`src/rtl/wr_frame_writer.sv`:
```
// wr_frame_writer: buffers-one-burst-then-request frame writer for one wr_ctrl port.
// Rotates through NUM_FRAMES frame buffers and reports the last fully written one.
module wr_frame_writer #(
    parameter int                         CTRL_ADDR_WIDTH = 28,
    parameter int                         MEM_DQ_WIDTH    = 16,
    parameter int                         BURST_LEN       = 16,
    parameter logic [CTRL_ADDR_WIDTH-1:0] BURST_ADDR_INC  = 128,
    parameter int                         FRAME_BURSTS    = 7200,
    parameter logic [CTRL_ADDR_WIDTH-1:0] BASE_ADDR       = '0,
    parameter logic [CTRL_ADDR_WIDTH-1:0] FRAME_STRIDE    = 28'h0100000,
    parameter int                         NUM_FRAMES      = 3,
    parameter logic [3:0]                 WR_ID           = 4'd0,
    parameter int                         FIFO_CNT_W      = 10
) (
    input  logic                         clk_i,
    input  logic                         rst_i,
    input  logic                         frame_start_i,
    input  logic [FIFO_CNT_W-1:0]        fifo_rd_cnt_i,
    input  logic [MEM_DQ_WIDTH*8-1:0]    fifo_rd_data_i,
    output logic                         fifo_rd_en_o,
    output logic                         wr_req_o,
    input  logic                         wr_grant_i,
    output logic                         wr_en_o,
    output logic [CTRL_ADDR_WIDTH-1:0]   wr_addr_o,
    output logic [3:0]                   wr_id_o,
    output logic [3:0]                   wr_len_o,
    input  logic                         wr_ready_i,
    output logic [MEM_DQ_WIDTH*8-1:0]    wr_data_o,
    input  logic                         wr_cmd_done_i,
    output logic                         wr_done_o,
    output logic                         frame_done_o,
    output logic [1:0]                   frame_idx_o,
    output logic [1:0]                   last_frame_idx_o,
    output logic                         frame_drop_o,
    output logic [2:0]                   state_o
);
    // Handshake: wr_req is held until wr_grant is seen high on a rising edge;
    // wr_en is then a single-cycle command strobe; in DATA every cycle with
    // wr_ready high transfers (and pops) one beat; wr_cmd_done closes the burst.

    localparam int                BC_W       = (FRAME_BURSTS > 1) ? $clog2(FRAME_BURSTS) : 1;
    localparam logic [BC_W-1:0]   LAST_BURST = BC_W'(FRAME_BURSTS - 1);
    localparam logic [1:0]        LAST_IDX   = 2'(NUM_FRAMES - 1);
    localparam logic [5:0]        BEATS      = 6'(BURST_LEN);
    localparam logic [FIFO_CNT_W-1:0] CNT_BURST = FIFO_CNT_W'(BURST_LEN);

    typedef enum logic [2:0] {
        S_IDLE = 3'd0,
        S_REQ  = 3'd1,
        S_CMD  = 3'd2,
        S_DATA = 3'd3,
        S_DONE = 3'd4
    } state_t;

    state_t                       state_q, state_d;
    logic [CTRL_ADDR_WIDTH-1:0]   addr_q, addr_d;
    logic [BC_W-1:0]              burst_q, burst_d;
    logic [5:0]                   beat_q, beat_d;
    logic [1:0]                   idx_q, idx_d;
    logic [1:0]                   last_q, last_d;
    logic                         drop_q, drop_d;
    logic                         armed_q, armed_d;
    logic                         pending_q, pending_d;

    logic [1:0]                   next_idx;
    logic [CTRL_ADDR_WIDTH-1:0]   next_base;
    logic [5:0]                   beat_eff;
    logic                         restart;

    assign next_idx  = (idx_q == LAST_IDX) ? 2'd0 : idx_q + 2'd1;
    assign next_base = BASE_ADDR + CTRL_ADDR_WIDTH'(next_idx) * FRAME_STRIDE;
    // A beat accepted in the same cycle as wr_cmd_done still counts.
    assign beat_eff  = beat_q + {5'd0, wr_ready_i};
    // A restart pending from earlier, or one arriving in DONE mid-frame.
    assign restart   = pending_q | (frame_start_i & (burst_q != '0));

    // Next-state, counter updates and strobes.
    always_comb begin
        state_d      = state_q;
        addr_d       = addr_q;
        burst_d      = burst_q;
        beat_d       = beat_q;
        idx_d        = idx_q;
        last_d       = last_q;
        drop_d       = drop_q;
        armed_d      = armed_q;
        pending_d    = pending_q;
        fifo_rd_en_o = 1'b0;
        wr_req_o     = 1'b0;
        wr_en_o      = 1'b0;
        wr_done_o    = 1'b0;
        frame_done_o = 1'b0;

        if (frame_start_i) begin
            if (burst_q == '0) armed_d   = 1'b1;
            else               pending_d = 1'b1;
        end

        case (state_q)
            S_IDLE: begin
                if (armed_q && (fifo_rd_cnt_i >= CNT_BURST)) state_d = S_REQ;
            end
            S_REQ: begin
                wr_req_o = 1'b1;
                if (wr_grant_i) state_d = S_CMD;
            end
            S_CMD: begin
                wr_en_o = 1'b1;
                beat_d  = '0;
                state_d = S_DATA;
            end
            S_DATA: begin
                fifo_rd_en_o = wr_ready_i;
                if (wr_ready_i && (beat_q != '1)) beat_d = beat_q + 6'd1;
                if (wr_cmd_done_i) begin
                    if (beat_eff != BEATS) drop_d = 1'b1;
                    state_d = S_DONE;
                end
            end
            S_DONE: begin
                wr_done_o = 1'b1;
                beat_d    = '0;
                state_d   = S_IDLE;
                if (restart) begin
                    drop_d    = 1'b1;
                    idx_d     = next_idx;
                    addr_d    = next_base;
                    burst_d   = '0;
                    pending_d = 1'b0;
                    armed_d   = 1'b1;
                end else if (burst_q == LAST_BURST) begin
                    frame_done_o = 1'b1;
                    last_d       = idx_q;
                    idx_d        = next_idx;
                    addr_d       = next_base;
                    burst_d      = '0;
                    armed_d      = 1'b0;
                end else begin
                    addr_d  = addr_q + BURST_ADDR_INC;
                    burst_d = burst_q + 1'b1;
                end
            end
            default: state_d = S_IDLE;
        endcase
    end

    // State and counter registers with asynchronous reset.
    always_ff @(posedge clk_i or posedge rst_i) begin
        if (rst_i) begin
            state_q   <= S_IDLE;
            addr_q    <= BASE_ADDR;
            burst_q   <= '0;
            beat_q    <= '0;
            idx_q     <= 2'd0;
            last_q    <= LAST_IDX;
            drop_q    <= 1'b0;
            armed_q   <= 1'b0;
            pending_q <= 1'b0;
        end else begin
            state_q   <= state_d;
            addr_q    <= addr_d;
            burst_q   <= burst_d;
            beat_q    <= beat_d;
            idx_q     <= idx_d;
            last_q    <= last_d;
            drop_q    <= drop_d;
            armed_q   <= armed_d;
            pending_q <= pending_d;
        end
    end

    assign wr_addr_o        = addr_q;
    assign wr_id_o          = WR_ID;
    assign wr_len_o         = 4'(BURST_LEN - 1);
    assign wr_data_o        = fifo_rd_data_i;
    assign frame_idx_o      = idx_q;
    assign last_frame_idx_o = last_q;
    assign frame_drop_o     = drop_q;
    assign state_o          = state_q;
endmodule
```
`config.mk`:
```
export PLATFORM = sky130hd
export DESIGN_NAME = wr_frame_writer
export DESIGN_NICKNAME = d
export VERILOG_FILES = /design/src/rtl/wr_frame_writer.sv
export SDC_FILE = /design/constraint.sdc
export NUM_CORES = 1
export LEC_CHECK = 0
export ABC_CLOCK_PERIOD_IN_PS = 3200
export CAP_MARGIN = 20
export CORE_AREA = 2 2 126 128
export DETAILED_ROUTE_END_ITERATION = 8
export DIE_AREA = 0 0 128 130
export PLACE_DENSITY_LB_ADDON = 0.1
export RECOVER_POWER = 50
export SYNTH_ARGS = -nofsm -noshare
export SYNTH_HDL_FRONTEND = slang
export SYNTH_SLANG_ARGS = --single-unit
```
`constraint.sdc`:
```
create_clock -name clk_i -period 3.2 [get_ports clk_i]
set_input_delay 0.64 -clock clk_i [delete_from_list [all_inputs] [get_ports clk_i]]
set_output_delay 0.64 -clock clk_i [all_outputs]
set_load 0.02 [all_outputs]
```
==> reports/qor.tcl <==
set qor(outcome) {completed}
set qor(timing.critical_path.required_ps) 2560
set qor(post_route_cells_drive_above_1_share_pct) 10.13
set qor(worst_path_most_repeated_cell) {inv_1}
set qor(clock_path_buffers) 2
set qor(netlist_area_sq_um) 3894
set qor(postCtsSetupRepairBufs) 0
set qor(path_max_fanout) 5
set qor(critPathLaunchType) {flop}
set qor(synth-edff-count) 0
set qor(fillers) 1662
set qor(buffer_ports.inserted) 45
set qor(cts_root_buffer) {clkbuf_16}
set qor(timing.critical_path.slowest_stage_cell) {or4b_1}
set qor(synth.largest_area_cell) {dfrtp_1}
set qor(synthDistinctLibCells) 56
set qor(grt_start_max_net_pins) 30
set qor(rsz0062_at_grt) {false}
set qor(postSynth.topFlopCell) {dfrtp_1}
set qor(insertion_delay_ps) 290
set qor(switchingPower_uw) 818.6
set qor(share_clk_of_total_power_pct) 23.7
set qor(finish.net_count) 525
set qor(worst_ep_arrival_time_ps) 2380
set qor(tritoncts) {done}
set qor(stdcell_count) 567
set qor(mean_routed_wirelength_per_cell_um) 16.30
set qor(synthesis.area_per_instance_sq_um) 8.595
set qor(worstSetupPathType) {reg2out}
set qor(total_length_of_routed_wires_um) 9241
set qor(static-leakage-power_nw) 1.550
set qor(std_cell_core_area_sq_um) 15420
set qor(clock_sinks) 50
set qor(layout.cells.most_common_list) {49 x dfrtp_1, 42 x clkdlybuf4s50_1, 40 x nor2_1}
set qor(finalWeightedCongestion) 0.7652
set qor(die_height_um) 130
set qor(period_minus_slack_ps) 3021
set qor(global_route.overflow_total) 0
set qor(tns_ps) 0
set qor(global_route_wire_length_before_repair_um) 14590
set qor(final_count_of_negative_setup_slack_endpoints) 0
set qor(finalHoldViolations) 0
set qor(seq_area_frac_synth_pct) 32.17
set qor(switching_share_pct) 37.40
set qor(slew_viol_final) 0
set qor(synth_area_leaders) {dfrtp_1 31%, buf_4 28%, nor2_1 3.9%, nand3_1 2.8%, o21ai_0 2.6%}
set qor(drc_errors) 0
set qor(first_global_vias) 2568
set qor(ant_nets) 0
set qor(floorplan.initialDensity_pct) 25.24
set qor(measured_slew_at_the_worst_slew_check_pin_ps) 1113
set qor(power.density_cell_area_nw_per_um2) 586.1
set qor(die_x_um) 128
set qor(global_route_total_usage_across_every_layer_pct) 11.30
set qor(final.setup_skew_ps) 6.843
set qor(max_slew_margin_pct) 25.70
set qor(route.detailed.vias_per_inst) 4.630
set qor(cap_viol_max_count) 0
set qor(timing.final.crit_share_pct) 94.42
set qor(final_common_cell) {dfrtp_1}
set qor(sort_of_element_at_the_end_of_the_critical_path) {output port}
set qor(min-delay-path-class) {reg2reg}
set qor(clock.fmax_ghz) 0.3310
set qor(layout-area-overhead-vs-synth_pct) -4.081
set qor(drtPass1Iterations) 4
set qor(worst_setup_path_startpoint) {burst_q[0]}
set qor(cts_htree_levels) 2
set qor(pwr-share-comb_pct) 36.6
set qor(dr_total_vias) 2625
set qor(top_level_ports) 321
set qor(cts_made_buffers) 5
set qor(peakVddDrop_uv) 187.3
set qor(hold_path.startpoint) {armed_q}
set qor(synthArstFlopShare_pct) 100.0
set qor(ctsHoldBuffers) 0
set qor(intPower_mw) 1.370
set qor(seq_area_sq_um) 1252
set qor(number_of_warnings_issued_by_yosys) 0
set qor(worst_hold_margin_ps) 507.7
set qor(r2r_slack_ps) 720
set qor(placement_rows) 46
set qor(timing.critical_path.cells) {inv_1 > ha_1 > or4b_1 > nor4_4 > or2_2 > nand3_1 > inv_1 > dlygate4sd2_1}
set qor(part_of_the_power_in_registers_pct) 39.7
set qor(hpwlAfterDp_um) 6728
set qor(ys_seq_elements) 50
set qor(insertedDiodeCount) 0
set qor(first_iter_violations) 96
set qor(instance_count_of_the_mapped_netlist) 453
set qor(regToRegStartpoint) {burst_q[0]}
set qor(grt_antenna_before_repair) 0
set qor(worst_path_largest_cell_delay_ps) 510
set qor(design.die.area_sq_um) 16640
set qor(clock_pin_slew_on_the_worst_setup_and_hold_paths_ps) 70
set qor(placed_cells) 560
set qor(synth_top_area_share_pct) 31.49
set qor(combined_area_of_the_multi_input_logic_cells_sq_um) 1490
-- sequential cells by signal (all words and copies together) (netlist names) --
register / cells
wr_addr_o: 21
burst_q: 13
beat_q: 6
state_o: 3
frame_idx_o: 2
last_frame_idx_o: 2
armed_q: 1
frame_drop_o: 1
pending_q: 1
-- cell families (layout without fill, tap and decap cells) --
kind of cell | after synthesis | after routing | share of synthesized area (%)
flops | 50 | 50 | 32.17
buf+inv | 170 | 79 | 30.82
xor+xnor | 16 | 16 | 3.599
fa+ha+maj | 6 | 6 | 1.928
simple gates | 140 | 140 | 18.73
other cells | 2 | 15 | 0.1929
compound gates | 64 | 64 | 11.18
mux | 5 | 5 | 1.382
-- critical path: cells and delay by family, from the launching register on --
family,cells,cell delay (ps)
AND/OR/NAND/NOR,4,1050
buffers and inverters,3,470
flip-flops,1,420
adder cells (fa/ha/maj),1,140
-- power groups by stage --
stage          clock network, mW  logic [mW]  registers (mW)
2_1_floorplan                  0       0.681           0.912
3_3_place_gp                   0       0.816           0.884
3_5_place_dp                   0       0.818           0.886
4_1_cts                    0.547       0.821           0.873
5_1_grt                    0.568       0.896           0.893
6_report                   0.520       0.801           0.868
-- per-layer routing --
layer  vias up  share of wire (%)  track usage, %
li1       1221                  -               -
met1      1251                 43           14.40
met2       116                 47           17.68
met3        37                6.9           3.403
met4         0                2.6           5.171
met5         -                  0               0
-- area by class of cell --
type / count / area share (%)
flip-flops and latches: 50 / 33.53
inverters: 12 / 1.206
clock buffers: 7 / 3.551
repair buffers: 60 / 15.38
well taps: 192 / 6.432
multi-input cells: 246 / 39.90
-- synthesized netlist by cell type (4+ instances only) --
library cell	number
buf_4	144
dfrtp_1	49
nor2_1	40
nand2_1	25
nand3_1	22
o21ai_0	20
inv_1	12
nor3_1	12
a22o_1	11
a21oi_1	10
xor2_1	10
nand4_1	7
and3_1	6
clkbuf_1	6
ha_1	6
xnor2_1	6
a21o_2	5
nor3b_1	4
nor4_1	4
-- path summary, 6_finish.rpt --
kind | endpoint | cells past startpoint
setup / recovery | frame_done_o | 8
min in group asynchronous | wr_addr_o[8] | 2
setup reg to reg | wr_addr_o[12] | 9
max in group asynchronous | last_frame_idx_o[1] | 3
hold / removal | armed_q | 1
hold reg to reg | armed_q | 1
-- through the flow --
stage | power [mW] | util, % | area (sq um) | worst slack [ps]
6_report | 2.189 | 24.21 | 3735 | 178.7
5_1_grt | 2.357 | 24.21 | 3735 | 18.35
4_1_cts | 2.241 | 24.21 | 3735 | 129.4
3_5_place_dp | 1.704 | 23.36 | 3603 | 184.9
3_3_place_gp | 1.701 | 23.36 | 3603 | 204.7
2_1_floorplan | 1.593 | - | 3943 | 668.7
-- timing repair --
action	CTS	global route
hold endpoints to repair	0	0
setup endpoints to repair	1	0
resized for setup	1	0
No activity file was read; power rests on OpenSTA's default activity.
